### config.mk
export PLATFORM = sky130hd
export DESIGN_NAME = dma_cmd_sequencer
export DESIGN_NICKNAME = d
export VERILOG_FILES = /design/src/rtl/dma_pkg.sv /design/src/rtl/desc_fifo.sv /design/src/rtl/dma_cmd_sequencer.sv
export SDC_FILE = /design/constraint.sdc
export NUM_CORES = 1
export LEC_CHECK = 0
export ABC_AREA = 1
export BUFFER_PORTS_ARGS = -buffer_cell sky130_fd_sc_hd__buf_2
export CAP_MARGIN = 20
export CORE_MARGIN = 2
export CORE_UTILIZATION = 45
export DETAILED_ROUTE_END_ITERATION = 10
export GPL_TIMING_DRIVEN = 0
export PLACE_DENSITY = 0.6
export SKIP_CTS_REPAIR_TIMING = 1
export SLEW_MARGIN = 20
export SYNTH_ARGS = -nofsm -noshare
export SYNTH_HDL_FRONTEND = slang
export SYNTH_SLANG_ARGS = --single-unit
export TNS_END_PERCENT = 5
### constraint.sdc
create_clock -name clk -period 6.5 [get_ports clk]
set_input_delay 0 -clock clk [delete_from_list [all_inputs] [get_ports clk]]
set_output_delay 0 -clock clk [all_outputs]
set_load 0.1 [all_outputs]
### src/rtl/dma_pkg.sv
// rtl/dma_pkg.sv - shared constants, descriptor type and FSM encoding for the DMA command sequencer
package dma_pkg;

   // Register offsets relative to the DMA register base
   localparam logic [15:0] DMA_REG_START = 16'd0;
   localparam logic [15:0] SRC_LO        = 16'd1;
   localparam logic [15:0] SRC_HI        = 16'd2;
   localparam logic [15:0] DST_LO        = 16'd3;
   localparam logic [15:0] DST_HI        = 16'd4;
   localparam logic [15:0] NBYTES        = 16'd5;

   // Address driven on the aux bus when no register access is in progress
   localparam logic [15:0] AUX_IDLE_ADDR = 16'h0000;

   // Descriptor layout: src, dst, size code
   localparam int DESC_W = 40;

   typedef struct packed {
      logic [15:0] src;
      logic [15:0] dst;
      logic [7:0]  n;
   } desc_t;

   // Index of the final write of a descriptor (the start strobe)
   localparam logic [2:0] LAST_IDX = 3'd5;

   typedef enum logic [2:0] {
      ST_IDLE     = 3'd0,
      ST_LOAD     = 3'd1,
      ST_WRITE    = 3'd2,
      ST_WAIT_IRQ = 3'd3,
      ST_ACK      = 3'd4,
      ST_GAP      = 3'd5
   } seq_state_t;

   // Write order: src lo/hi, dst lo/hi, size, then start last so the dma sees a complete setup
   function automatic logic [15:0] reg_offset(input logic [2:0] idx);
      logic [15:0] off;
      case (idx)
         3'd0:    off = SRC_LO;
         3'd1:    off = SRC_HI;
         3'd2:    off = DST_LO;
         3'd3:    off = DST_HI;
         3'd4:    off = NBYTES;
         default: off = DMA_REG_START;
      endcase
      return off;
   endfunction

   function automatic logic [7:0] reg_data(input logic [2:0] idx, input desc_t d);
      logic [7:0] v;
      case (idx)
         3'd0:    v = d.src[7:0];
         3'd1:    v = d.src[15:8];
         3'd2:    v = d.dst[7:0];
         3'd3:    v = d.dst[15:8];
         3'd4:    v = d.n;
         default: v = 8'h00;
      endcase
      return v;
   endfunction

endpackage

### src/rtl/desc_fifo.sv
// rtl/desc_fifo.sv - synchronous descriptor FIFO with occupancy count
module desc_fifo #(
   parameter int WIDTH = 40,
   parameter int DEPTH = 4
) (
   input  logic                     clk,
   input  logic                     rst,
   input  logic                     push,
   input  logic                     pop,
   input  logic [WIDTH-1:0]         din,
   output logic [WIDTH-1:0]         dout,
   output logic                     full,
   output logic                     empty,
   output logic [$clog2(DEPTH):0]   level
);

   localparam int AW = $clog2(DEPTH);
   localparam int LW = AW + 1;

   logic [WIDTH-1:0] mem [DEPTH];
   logic [AW-1:0]    wr_ptr;
   logic [AW-1:0]    rd_ptr;
   logic [LW-1:0]    count;
   logic             do_push;
   logic             do_pop;

   assign full    = (count == LW'(DEPTH));
   assign empty   = (count == '0);
   assign level   = count;
   assign dout    = mem[rd_ptr];
   assign do_push = push && !full;
   assign do_pop  = pop && !empty;

   // Storage array; contents need no reset because empty gates every read
   always_ff @(posedge clk) begin
      if (do_push) begin
         mem[wr_ptr] <= din;
      end
   end

   // Pointers wrap naturally at DEPTH (power of two); count tracks occupancy
   always_ff @(posedge clk or negedge rst) begin
      if (!rst) begin
         wr_ptr <= '0;
         rd_ptr <= '0;
         count  <= '0;
      end else begin
         if (do_push) begin
            wr_ptr <= wr_ptr + 1'b1;
         end
         if (do_pop) begin
            rd_ptr <= rd_ptr + 1'b1;
         end
         if (do_push && !do_pop) begin
            count <= count + 1'b1;
         end else if (do_pop && !do_push) begin
            count <= count - 1'b1;
         end
      end
   end

endmodule

### src/rtl/dma_cmd_sequencer.sv
// rtl/dma_cmd_sequencer.sv - descriptor queue and aux-bus initiator that programs and starts the dma
module dma_cmd_sequencer
   import dma_pkg::*;
#(
   parameter logic [15:0] DMA_BASE    = 16'h0100,
   parameter int          HOLD_CYCLES = 2,
   parameter int          DEPTH       = 4,
   parameter int          TIMEOUT     = 1024
) (
   input  logic                     clk,
   input  logic                     rst,
   input  logic                     desc_valid,
   output logic                     desc_ready,
   input  logic [15:0]              desc_src,
   input  logic [15:0]              desc_dst,
   input  logic [7:0]               desc_n,
   output logic [15:0]              auxdaddr,
   output logic [7:0]               auxdin,
   input  logic                     irq,
   output logic                     ack,
   output logic                     busy,
   output logic                     done,
   output logic                     timeout,
   output logic [$clog2(DEPTH):0]   level
);

   localparam int HW = $clog2(HOLD_CYCLES) + 1;
   localparam int TW = $clog2(TIMEOUT) + 1;
   localparam logic [HW-1:0] HOLD_LAST = HW'(HOLD_CYCLES - 1);
   localparam logic [TW-1:0] TMO_LAST  = TW'(TIMEOUT - 1);
   localparam logic [TW-1:0] TMO_MAX   = '1;

   seq_state_t     state, state_n;
   logic [2:0]     idx, idx_n;
   logic [HW-1:0]  hold_cnt, hold_n;
   logic [TW-1:0]  timer, timer_n;
   desc_t          work, work_n;

   logic [15:0]    addr_n;
   logic [7:0]     din_n;
   logic           ack_n;
   logic           timeout_n;

   logic           fifo_push;
   logic           fifo_pop;
   logic           fifo_full;
   logic           fifo_empty;
   logic [DESC_W-1:0] fifo_din;
   logic [DESC_W-1:0] fifo_dout;
   desc_t          head;

   assign desc_ready = !fifo_full;
   assign fifo_push  = desc_valid && desc_ready;
   assign fifo_din   = {desc_src, desc_dst, desc_n};
   assign head       = fifo_dout;
   assign busy       = (state != ST_IDLE) || !fifo_empty;

   desc_fifo #(
      .WIDTH (DESC_W),
      .DEPTH (DEPTH)
   ) u_fifo (
      .clk   (clk),
      .rst   (rst),
      .push  (fifo_push),
      .pop   (fifo_pop),
      .din   (fifo_din),
      .dout  (fifo_dout),
      .full  (fifo_full),
      .empty (fifo_empty),
      .level (level)
   );

   // Next state and next registered bus outputs; the bus value for the following cycle is decided here
   always_comb begin
      state_n   = state;
      idx_n     = idx;
      hold_n    = hold_cnt;
      timer_n   = timer;
      work_n    = work;
      fifo_pop  = 1'b0;
      addr_n    = AUX_IDLE_ADDR;
      din_n     = 8'h00;
      ack_n     = 1'b0;
      timeout_n = 1'b0;
      case (state)
         ST_IDLE: begin
            if (!fifo_empty) begin
               state_n = ST_LOAD;
            end
         end
         ST_LOAD: begin
            fifo_pop = 1'b1;
            work_n   = head;
            idx_n    = 3'd0;
            hold_n   = '0;
            state_n  = ST_WRITE;
            addr_n   = DMA_BASE + reg_offset(3'd0);
            din_n    = reg_data(3'd0, head);
         end
         ST_WRITE: begin
            if (hold_cnt == HOLD_LAST) begin
               if (idx == LAST_IDX) begin
                  state_n = ST_WAIT_IRQ;
                  timer_n = '0;
               end else begin
                  idx_n  = idx + 3'd1;
                  hold_n = '0;
                  addr_n = DMA_BASE + reg_offset(idx + 3'd1);
                  din_n  = reg_data(idx + 3'd1, work);
               end
            end else begin
               hold_n = hold_cnt + 1'b1;
               addr_n = DMA_BASE + reg_offset(idx);
               din_n  = reg_data(idx, work);
            end
         end
         ST_WAIT_IRQ: begin
            if (irq) begin
               state_n = ST_ACK;
               ack_n   = 1'b1;
            end else if (timer == TMO_LAST) begin
               state_n   = ST_GAP;
               timeout_n = 1'b1;
            end else if (timer != TMO_MAX) begin
               timer_n = timer + 1'b1;
            end
         end
         ST_ACK: begin
            state_n = ST_GAP;
         end
         ST_GAP: begin
            state_n = fifo_empty ? ST_IDLE : ST_LOAD;
         end
         default: begin
            state_n = ST_IDLE;
         end
      endcase
   end

   // FSM state register
   always_ff @(posedge clk or negedge rst) begin
      if (!rst) begin
         state <= ST_IDLE;
      end else begin
         state <= state_n;
      end
   end

   // Working descriptor, write index, hold counter and irq wait timer
   always_ff @(posedge clk or negedge rst) begin
      if (!rst) begin
         idx      <= 3'd0;
         hold_cnt <= '0;
         timer    <= '0;
         work     <= '0;
      end else begin
         idx      <= idx_n;
         hold_cnt <= hold_n;
         timer    <= timer_n;
         work     <= work_n;
      end
   end

   // Registered outputs toward the dma and the host
   always_ff @(posedge clk or negedge rst) begin
      if (!rst) begin
         auxdaddr <= AUX_IDLE_ADDR;
         auxdin   <= 8'h00;
         ack      <= 1'b0;
         done     <= 1'b0;
         timeout  <= 1'b0;
      end else begin
         auxdaddr <= addr_n;
         auxdin   <= din_n;
         ack      <= ack_n;
         done     <= ack_n;
         timeout  <= timeout_n;
      end
   end

endmodule

## After elaboration in Yosys (flattened, before gate mapping)

Memory sizes are Yosys's and may differ from the RTL's.
Cells that the tools add are included.

| word-level totals | value |
|---|---|
| output and inout port bits | 32 |
| word-level logic and storage cells | 117 |
| memory bits (writable) | 160 |
| input port bits | 44 |
| memories kept | 1 |
| register bits after elaboration | 92 |

| cells by class | value |
|---|---|
| multiplexer cells | 44 |
| equality and inequality tests | 27 |
| add/subtract/negate cells | 9 |
| reduce and logical (&&, ||, !) cells | 22 |

Memory list:

| name | words | width | read ports | clocked after Yosys merged registers in | wr ports | RTL line | source |
|---|---|---|---|---|---|---|---|
| u_fifo.mem | 4 | 40 | 1 | 0 | 1 | desc_fifo.sv:20 | `logic [WIDTH-1:0] mem [DEPTH];` |

Operators with widths:

| operator | count |
|---|---|
| 16-bit two-way mux | 7 |
| 8-bit case mux with 5 select lines | 2 |
| 11-bit two-way mux | 5 |
| 9-bit by 16-bit adder with 16-bit output, first input constant | 2 |
| 16-bit case mux with 2 select lines | 1 |
| 3-bit case mux with 5 select lines | 2 |
| 3-bit two-way mux | 9 |
| 11-bit case mux with 2 select lines | 1 |
| 3-bit by 2-bit == test with 1-bit output, second input constant | 6 |
| 3-bit == test, second input constant | 6 |
| 3-bit case mux with 6 select lines | 1 |
| 8-bit two-way mux | 2 |
| 8-bit case mux with 2 select lines | 1 |
| 2-bit != test, second input constant | 7 |
| 3-bit zero test | 4 |
| 11-bit by 1-bit adder with 11-bit output, second input constant | 1 |
| 11-bit by 10-bit == test with 1-bit output, second input constant | 1 |
| 11-bit != test, second input constant | 1 |
| 3-bit by 1-bit == test with 1-bit output, second input constant | 3 |
| 1-bit two-way mux | 9 |
| 2-bit by 1-bit adder with 2-bit output, second input constant | 3 |
| 3-bit by 1-bit adder with 3-bit output, second input constant | 2 |
| 3-bit != test, second input constant | 2 |
| 3-bit case mux with 2 select lines | 1 |
| 13 further kinds | 23 |

## Logic depth before layout (Yosys ltp)

Gate-level depths: netlist of run 1.

| depth | value |
|---|---|
| depth in word-level cells | 10 |
| mapped depth | 12 |
| depth with buffers taken out | 12 |

## Hierarchy

A second synthesis of run 1 with hierarchy kept.

| unflattened totals | value |
|---|---|
| cell total of the unflattened synthesis | 1114 |
| area total of the unflattened synthesis | 10852.9 um^2 |

Modules (own cells, without submodules):

| module | seq. area each (um^2) | cells an instance | area an instance (um^2) | times used |
|---|---|---|---|---|
| desc_fifo | 4979.8 | 528 | 6789.0 | 1 |
| dma_cmd_sequencer | 1826.8 | 586 | 4063.9 | 1 |

## Worst setup path before layout of run 1

No wires, ideal clock.

| timing path | value |
|---|---|
| kind | reg-to-reg |
| start point | register u_fifo.count[1], in the netlist u_fifo.level[1] |
| end point | memory u_fifo.mem[0][0] (enable) |
| path slack | 2.056 ns |
| data required time | 6.062 ns |
| stages on the path, launching flop included | 5 |
| period minus slack after synthesis | 4.444 ns |
| setup time | 0.438 ns |
| buffers on the path | 0 |
| data arrival time | 4.007 ns |
| path through | dfrtp_1 inv_1 nand3_1 nand2_1 nor2_1 |

| between the ends | value |
|---|---|
| word-level cells in the longest chain between the ends | 6 |

Ends and longest elaborated chain:

| what | RTL line | source |
|---|---|---|
| start: declaration | desc_fifo.sv:23 | `logic [LW-1:0] count;` |
| start signal: assignment | desc_fifo.sv:55 | `count <= count + 1'b1;` |
| start signal: assignment | desc_fifo.sv:57 | `count <= count - 1'b1;` |
| 3-bit == test * | desc_fifo.sv:27 | `assign full = (count == LW'(DEPTH));` |
| 1-bit zero test * | dma_cmd_sequencer.sv:52 | `assign desc_ready = !fifo_full;` |
| via desc_ready | dma_cmd_sequencer.sv:13 | `output logic desc_ready,` |
| 1-bit logical AND | dma_cmd_sequencer.sv:53 | `assign fifo_push = desc_valid && desc_ready;` |
| 1-bit logical AND * | desc_fifo.sv:31 | `assign do_push = push && !full;` |
| 1-bit two-way mux * | desc_fifo.sv:36 | `if (do_push) begin` |
| 1-bit two-way mux (implied by the code) * | desc_fifo.sv:37 | `mem[wr_ptr] <= din;` |
| end: declaration | desc_fifo.sv:20 |  |

The timed path passes the listed nets; every way through them passes the cells marked *.

## Final worst setup path of run 1

| timing path | value |
|---|---|
| start point | register idx[2] |
| end point | register auxdin[0] |

| between the ends | value |
|---|---|
| word-level cells in the longest chain between the ends | 6 |
| elaborated cells between the ends (all ways) | 17 |
| those cells by class | add/sub: 1; eq/ne: 9; mux: 5; reduce/logical: 2 |

Ends and longest elaborated chain:

| what | RTL line | source |
|---|---|---|
| start: declaration | dma_cmd_sequencer.sv:34 | `logic [2:0] idx, idx_n;` |
| start signal: assignment | dma_cmd_sequencer.sv:157 | `idx <= idx_n;` |
| 3-bit by 1-bit adder with 3-bit output | dma_cmd_sequencer.sv:109 | `din_n = reg_data(idx + 3'd1, work);` |
| 3-bit == test (tied with other cells) | dma_pkg.sv:52 | `case (idx)` |
| 8-bit case mux with 5 select lines | dma_pkg.sv:52 |  |
| 8-bit two-way mux | dma_cmd_sequencer.sv:102 | `if (idx == LAST_IDX) begin` |
| 8-bit two-way mux * | dma_cmd_sequencer.sv:101 | `if (hold_cnt == HOLD_LAST) begin` |
| 8-bit case mux with 2 select lines * | dma_cmd_sequencer.sv:85 | `case (state)` |
| via din_n[0] | dma_cmd_sequencer.sv:40 | `logic [7:0] din_n;` |
| end signal: assignment | dma_cmd_sequencer.sv:174 | `auxdin <= din_n;` |
| end: declaration | dma_cmd_sequencer.sv:18 | `output logic [7:0] auxdin,` |

Marked as above.
A chain may end at the register's enable or synchronous reset.

==> out/results.txt, run 1 <==
The clock transition at the register clock pins on the worst setup and hold paths after CTS came out at 0.06 ns. The sequential element share of the synthesized area is 0.650. Setup repair after global routing left no endpoint under its margin. The worst setup path is launched from a register. The number of antenna diodes in the final layout is 0. In this run the static leakage power is 5.37 nW. The tools report the number of pins exceeding their max-slew limit in the final report as 0. The post-synthesis xor/xnor area fraction was 0.00585; the data required time of the critical path was 6.89 ns.

Entering global routing, the biggest net connects 46 pins. Grouping stages by cell kind, the critical path spends the most delay in buffers and inverters. The synthesized-area fraction occupied by ao, oa, aoi and oai cells was 0.0793; the timing-limited maximum frequency was 396 MHz. The worst max-slew margin expressed relative to the limit is 0.507. For the arrival time reported for the critical path endpoint, the log shows 2.91 ns. The run finished with clean final reports.

The tools report the number of buffers on the longest clock path as 3. For the number of antenna violations at the first check in global routing, the log shows 0. The multiplexer fraction of the synthesized cell area was 0; the clock network latency to the later pin of the worst-skew pair was 0.54 ns.

The initial cell density of the core is 0.460. TritonCTS built the clock tree. The HPWL after detailed placement is 17.0 mm. The proportion of synthesized flip-flops having asynchronous set or reset was 0.333; the number of nets in the layout was 1,259. The largest total area in the synthesized netlist belongs to edfxtp_1. The starting DRC count in detailed routing is 580, and the final routed DRC violation total is 0.

The logs give 5 for the iteration count of the initial detailed-routing pass and 26 for the number of buffers created by CTS. The worst-case IR drop observed on VDD is 0.257 mV. The dominant combinational cell family by area after synthesis was simple AND/OR/NAND/NOR gates. The smallest hold slack is 0.0226 ns.

The tools report the area of the core as 0.0228 mm^2. The most common cell in the synthesized netlist is nand2_1. For the power after layout, the log shows 5.97 mW. The setup violation total in the final timing report is 0, and the average instance area after synthesis is 9.97 um^2. The worst reg-to-reg path cell count came out at 11.

For this design the ratio of total power to cell area is 472 mW/mm^2. The floorplan step defined a die boundary enclosing 0.0245 mm^2. The via count of the first global-routing pass was 7,061. Cell with the largest stage delay on the worst path: dfrtp_1.

The synthesized netlist occupies a cell area of 0.0105 mm^2. Counting instances in the post-synthesis netlist gives the leading cell types as nand2_1, nor2_1, edfxtp_1. The number of H-tree branching levels is 1. Dominant register cell in the synthesized netlist: edfxtp_1.

At the pin with the least slew margin, the transition time is 0.738 ns. The area added between synthesis and finish came out at 20.8%. The post-synthesis register bit count is 240, and the area share of fa/ha/maj cells after synthesis is 0.0162.

The detailed router placed 7,672 vias in this run. The final worst-path cycle share is 0.388. Counting stages on the worst path, the most repeated cell is nand2_1.

The first global-routing pass estimated 38.6 mm of wire. The overall track demand over capacity in global routing is 0.205, and the final clock skew is 0.0167 ns. In the post-synthesis netlist, the biggest area contributors are edfxtp_1, dfrtp_1, nand2_1. The height of the chip works out to 157 um.

The worst path in the final design needs a cycle of 2.52 ns, including I/O delays and setup. The tools report the clock root buffer master as clkbuf_16. For this run, the slowest stage of the critical path takes 0.34 ns.

The critical path goes through clkinv_1, buf_2, ha_1, buf_2, clkinv_1, nand3_1, nand2_1, o21ai_0, nand2_1, nand2_1, nand2_1. For this block, the routed nets add up to 25.2 mm of wire. The layout has 1,989 filler cells.

The critical path starts at idx[2]$_DFFE_PN0P_. The startpoint of the most critical register-to-register path is idx[2]$_DFFE_PN0P_. Summing all non-filler instances in the final layout gives an area of 0.0127 mm^2. The detail route stage leaves a number of antenna-violating nets equal to 0.

Counting distinct cell types in the post-synthesis netlist gives 35. The count of pins on the block boundary was 76. The run gives 0 as the hold violation count in the final report.

STA classifies the critical path endpoint as a register. Share of post-route cells with drive strength above 1: 0.129. The tools report the warning count from the yosys run as 0. The via density per instance was 5.00.

After detailed routing, the average wire length per cell comes to 16.4 um. The post-placement cell area is 0.0114 mm^2. The tool flagged a number of max-cap violations equal to 0. Yosys mapped a number of flops with a built-in enable equal to 160.

The final global-route overflow total is 0, and the share of the synthesized area in the top cell type is 0.459. The site row count was 55. The quantity of I/O buffers inserted on ports was 63; the floorplan die width was 157 um. The synthesized-area fraction occupied by and/or/nand/nor cells works out to 0.199. After routing, the total negative slack on setup checks comes to 0 ns. By startpoint and endpoint, the worst setup path is classified as register to register. The capturing point of the worst reg2reg path was auxdin[0]$_DFF_PN0_. The worst hold path class is input port to asynchronous set/reset pin. The clock sink count was 240; the final weighted congestion in routability-driven placement was 0.947. In this run the worst path has a maximum fanout of 10. The worst reg-to-reg setup slack came out at 3.98 ns. Together, buffers and inverters on the worst path number 4.

The run gives 1,051 as the count of mapped cells out of synthesis.
sequential cells by signal, summed over array words and instances (netlist names), 3 cells and up:
| signal | flops |
|---|---|
| auxdaddr | 4 |
| auxdin | 8 |
| idx | 3 |
| state | 3 |
| timer | 11 |
| u_fifo.level | 3 |
| u_fifo.mem | 160 |
| work | 40 |
logic make-up (layout without fill, tap and decap cells):
logic type      after synthesis  after routing
simple gates                515            515
flops                       240            240
compound gates              161            161
buf+inv                     114            274
fa+ha+maj                    13             13
xor+xnor                      7              7
other cells                   1             12
layout make-up:
type                            instances  area [um^2]  share of cell area
Tap cell                              313          392              0.0310
Timing Repair Buffer                  112          893              0.0706
Sequential cell                       240         6810               0.538
Clock inverter                          9         93.8             0.00742
Buffer                                 64          324              0.0256
Inverter                               50          188              0.0148
Multi-Input combinational cell        708         3230               0.255
Clock buffer                           39          729              0.0576
routing by layer:
metal  share of wire  global-route usage  up-vias
li1                -                   -     3799
met1            0.46               0.291     3622
met2            0.47               0.336      218
met3           0.051              0.0282       33
met4           0.023              0.0494        0
met5               0                   0        -
metrics by stage:
| stage | utilization | setup slack [ns] | instances |
|---|---|---|---|
| 3_3_place_gp | 0.493 | 1.97 | 1438 |
| 4_1_cts | 0.537 | 4.05 | 1493 |
| 2_1_floorplan | - | 2.06 | 1062 |
| 3_5_place_dp | 0.501 | 4.07 | 1445 |
| 6_report | 0.556 | 3.98 | 1535 |
| 5_1_grt | 0.556 | 3.82 | 1535 |
worst max path at each step:
stage / end / slack (ns) / cells past startpoint
global placement: u_fifo.mem[1][14]$_DFFE_PP_ / 1.97 / 4
floorplan: u_fifo.mem[0][0]$_DFFE_PP_ / 2.06 / 4
global route: auxdin[5]$_DFF_PN0_ / 3.82 / 11
detailed placement: auxdin[5]$_DFF_PN0_ / 4.07 / 11
finish: auxdin[0]$_DFF_PN0_ / 3.98 / 11
CTS: auxdin[5]$_DFF_PN0_ / 4.05 / 11
report_power, final:
part | leakage, nW | internal [mW] | switching, mW | total (mW)
clock | 0.404 | 0.818 | 0.584 | 1.40
combinational | 2.48 | 0.640 | 1.67 | 2.31
sequential | 2.48 | 2.06 | 0.209 | 2.26
cells in the final DEF, fill, tap and decap left out, types with 2 or more instances in the layout:
cell type and count:
edfxtp_1 160, buf_4 16, clkinv_1 3, o21ai_1 12, conb_1 12, ha_1 12
clkbuf_1 40, clkbuf_8 3, dlygate4sd3_1 42, nand2_1 256, o21ai_0 139, clkinv_2 6
nand3_1 84, clkbuf_16 26, or2_2 3, xor2_1 6, nor2_4 5, nor2_1 158
dfrtp_1 80, buf_1 2, a21oi_1 4, nor3_1 2, inv_1 45, buf_2 78
buf_16 2, nand2_2 3, inv_2 3, buf_12 5
Note: power is estimated with default switching activity, not from simulation.
==> inputs of run 2 (changes only) <==
--- a/config.mk
+++ b/config.mk
@@ -12,7 +12,7 @@
 export CORE_UTILIZATION = 45
 export DETAILED_ROUTE_END_ITERATION = 10
 export GPL_TIMING_DRIVEN = 0
-export PLACE_DENSITY = 0.6
+export PLACE_DENSITY = 0.63
 export SKIP_CTS_REPAIR_TIMING = 1
 export SLEW_MARGIN = 20
 export SYNTH_ARGS = -nofsm -noshare
==> constraint.sdc (replaced) <==
create_clock -name clk -period 2.2 [get_ports clk]
set_input_delay 0 -clock clk [delete_from_list [all_inputs] [get_ports clk]]
set_output_delay 0 -clock clk [all_outputs]
set_load 0.1 [all_outputs]
==> out/results.txt, run 2 (synthesized netlist as in run 1, its figures left out) <==
The run finished, with violations left. The final reports fail on hold timing. The starting DRC count in detailed routing was 705 (+22%). Quantity of I/O buffers inserted on ports: 63 (unchanged).

Final routed DRC violation total: 0 (unchanged). The iteration count of the initial detailed-routing pass is 5 (unchanged). Final weighted congestion in routability-driven placement: 0.953 (+0.62%).

The portion of total power attributed to the clock network was 0.262 (+0.027); the final worst-path cycle share was 0.959 (+0.570). The tools report the number of pins exceeding their max-slew limit in the final report as 0 (unchanged). The area occupied by multi-input gates was 0.00327 mm^2 (+1.3%). The number of flip-flops under the largest register name was 160 (unchanged).

The tools report the overall track demand over capacity in global routing as 0.208 (+0.00312). The number of buffers created by CTS is 27 (+3.8%). TritonCTS built the clock tree. The tools report the number of fillers in the final layout as 1,962 (-1.4%). The peak supply drop was 0.596 mV (+130%); the area added between synthesis and finish was 22.9%.

The leading cell type in the layout, fill and taps excluded is nand2_1. Total via count in the routed design: 7,798 (+1.6%). The worst setup path startpoint was idx[2]$_DFFE_PN0P_. The category of the worst setup path launch point was a register. The switching component of the power is 7.43 mW (+200%), and the combinational fraction of design power is 0.372 (-0.014). The logs give 2.52 ns (-0.39 ns) for the arrival time reported for the critical path endpoint and 3 (unchanged) for the number of buffers on the longest clock path. Number of H-tree branching levels: 1 (unchanged). In the layout the commonest cells are nand2_1, edfxtp_1, nor2_1. The tools report the number of antenna violations at the first check in global routing as 0 (unchanged).

The run gives 0.55 ns (about the same) as the clock network latency to the later pin of the worst-skew pair. The largest registers in the layout are u_fifo.mem x160, work x40, timer x11. The share of post-route cells with drive strength above 1 was 0.149 (+0.0193). The tools report the share of power burned in registers as 0.366 (-0.013). The placed wire-length estimate after detailed placement came out at 16.7 mm (-2.1%).

The via density per instance works out to 5.07 (+1.4%). The tools report the startpoint of the most critical register-to-register path as idx[2]$_DFFE_PN0P_. The net switching fraction of the power came out at 0.404 (-0.00823). The run gives 7,323 (+3.7%) as the via count of the first global-routing pass. The clock transition at the register clock pins on the worst setup and hold paths after CTS is 0.06 ns (about the same), and the smallest hold slack is -0.0293 ns (-0.0519 ns).

The hold violation count in the final report is 36 (+36). The area of the die is 0.0245 mm^2 (unchanged), and the site row count is 55 (unchanged). The worst hold path belongs to the class input port to asynchronous set/reset pin. The internal power contribution is 11.0 mW (+210%).

The floorplan die width is 157 um (unchanged). The timing-limited maximum frequency is 474 MHz (+20%), and the number of nets still failing antenna checks after routing is 0 (unchanged). Data required time of the critical path: 2.61 ns (-4.28 ns). The worst register-to-register path ends at auxdin[0]$_DFF_PN0_. The height of the chip came out at 157 um (unchanged). The actual slew at the worst max-slew pin is 0.788 ns (+0.0501 ns).

The initial cell density of the core is 0.460 (unchanged), and the power per standard cell area is 1430 mW/mm^2 (+200%). The run gives 0 (unchanged) as the max-cap violation count. The most critical setup path has its endpoint at auxdin[0]$_DFF_PN0_. The worst reg-to-reg setup slack was 0.09 ns (-3.88 ns). For the clock sink count, the log shows 240 (unchanged).

The routed length per instance works out to 16.4 um (+0.27%). The worst reg-to-reg path cell count was 11 (unchanged); the setup violation total in the final timing report was 0 (unchanged). For the finished layout cell area, the log shows 0.0129 mm^2 (+1.7%). The logs give 0.0228 mm^2 (unchanged) for the area of the core and 25.3 mm (+0.47%) for the total wire length after detailed routing. The leakage dissipation is 5.45 nW (+1.5%). The maximum number of pins on one net before global-route repair was 45 (-2.2%). More flip-flops sit in one register than any other, and that register is u_fifo.mem. The logs give 0.0114 mm^2 (+0.15%) for the post-placement cell area and 39.4 mm (+2.0%) for the first-pass GRT wire length. The minimum clock period is 2.11 ns (-0.415 ns). STA classifies the critical path endpoint as a register.

The number of nets in the layout was 1,261 (+0.16%); the area taken by flip-flops and latches was 0.00682 mm^2 (+0.17%). The tree is rooted in a clkbuf_16. The final clock skew was 0.0136 ns (-0.00309 ns).

The antenna cell count was 0 (unchanged); the count of pins on the block boundary was 76 (unchanged). Worst max-slew margin expressed relative to the limit: 0.473 (-0.0335). The final global-route overflow total is 0 (unchanged), and the largest fanout on the critical path is 10 (unchanged). The category of the most critical setup path is register to register.
[run 2: cell count changes in the layout (fill, tap and decap cells not counted), moves of 3 or more]
cell        previous run  this run
buf_2                 78        75
clkinvlp_4             0         3
buf_4                 16        21
bufinv_16              1         6
dfrtp_1               80        77
dfrtp_4                0         3
inv_1                 45        42
inv_2                  3         6
nand3_1               84        81
clkbuf_1              40        30
[run 2: cell type report]
class	count	area share
clock inverters	20	0.0212
well taps	313	0.0304
clock buffers	30	0.0542
plain buffers	63	0.0261
inverters	50	0.0152
repair inverters	1	0.000583
multi-input cells	708	0.254
flip-flops and latches	240	0.530
repair buffers	113	0.0686
[run 2: worst min path at each step]
stage / cells after the start / slack (ns) / startpoint / endpoint
global placement: 1 / 0.22 / desc_src[5] / u_fifo.mem[0][29]$_DFFE_PP_
CTS: 1 / -0.56 / rst / timer[4]$_DFFE_PN0P_
finish: 2 / -0.03 / rst / timer[8]$_DFFE_PN0P_
global route: 2 / 0.03 / rst / timer[4]$_DFFE_PN0P_
floorplan: 0 / -0.30 / rst / auxdaddr[0]$_DFF_PN0_
detailed placement: 1 / 0.01 / rst / timer[4]$_DFFE_PN0P_
[run 2: worst max-delay path, cell delays in order, from the launching register on]
cell	delay, ns
dfrtp_1	0.41
clkinvlp_4	0.11
clkbuf_4	0.21
ha_1	0.32
buf_4	0.19
buf_4	0.20
nand3_1	0.09
nand2_1	0.06
o21ai_0	0.17
nand2_1	0.06
nand2_1	0.06
nand2_1	0.09
[run 2: power by group through the flow]
stage               clock network [mW]  registers [mW]  logic (mW)
floorplan                            0            7.34        4.06
global placement                     0            6.80        6.55
detailed placement                   0            6.79        6.78
CTS                               4.91            6.72        6.81
global route                      5.10            6.83        7.64
finish                            4.83            6.73        6.84
[run 2: metrics by stage]
stage                     setup slack, ns  cells  total power [mW]  utilization  TNS [ns]
after global placement             -0.302   1438              13.3        0.496     -7.24
after global routing             -0.00914   1538              19.6        0.565  -0.00914
after CTS                          -0.306   1494              18.4        0.544     -2.22
after detailed placement           -0.261   1444              13.6        0.502     -1.80
final                              0.0904   1538              18.4        0.565         0
after floorplan                   -0.0668   1062              11.4            -    -0.117
[run 2: metal layers]
| metal | GRT usage | part of all wire | vias to the layer above |
|---|---|---|---|
| li1 | - | - | 3808 |
| met1 | 0.291 | 0.45 | 3713 |
| met2 | 0.337 | 0.46 | 228 |
| met3 | 0.0285 | 0.052 | 49 |
| met4 | 0.0703 | 0.033 | 0 |
| met5 | 0 | 0 | - |
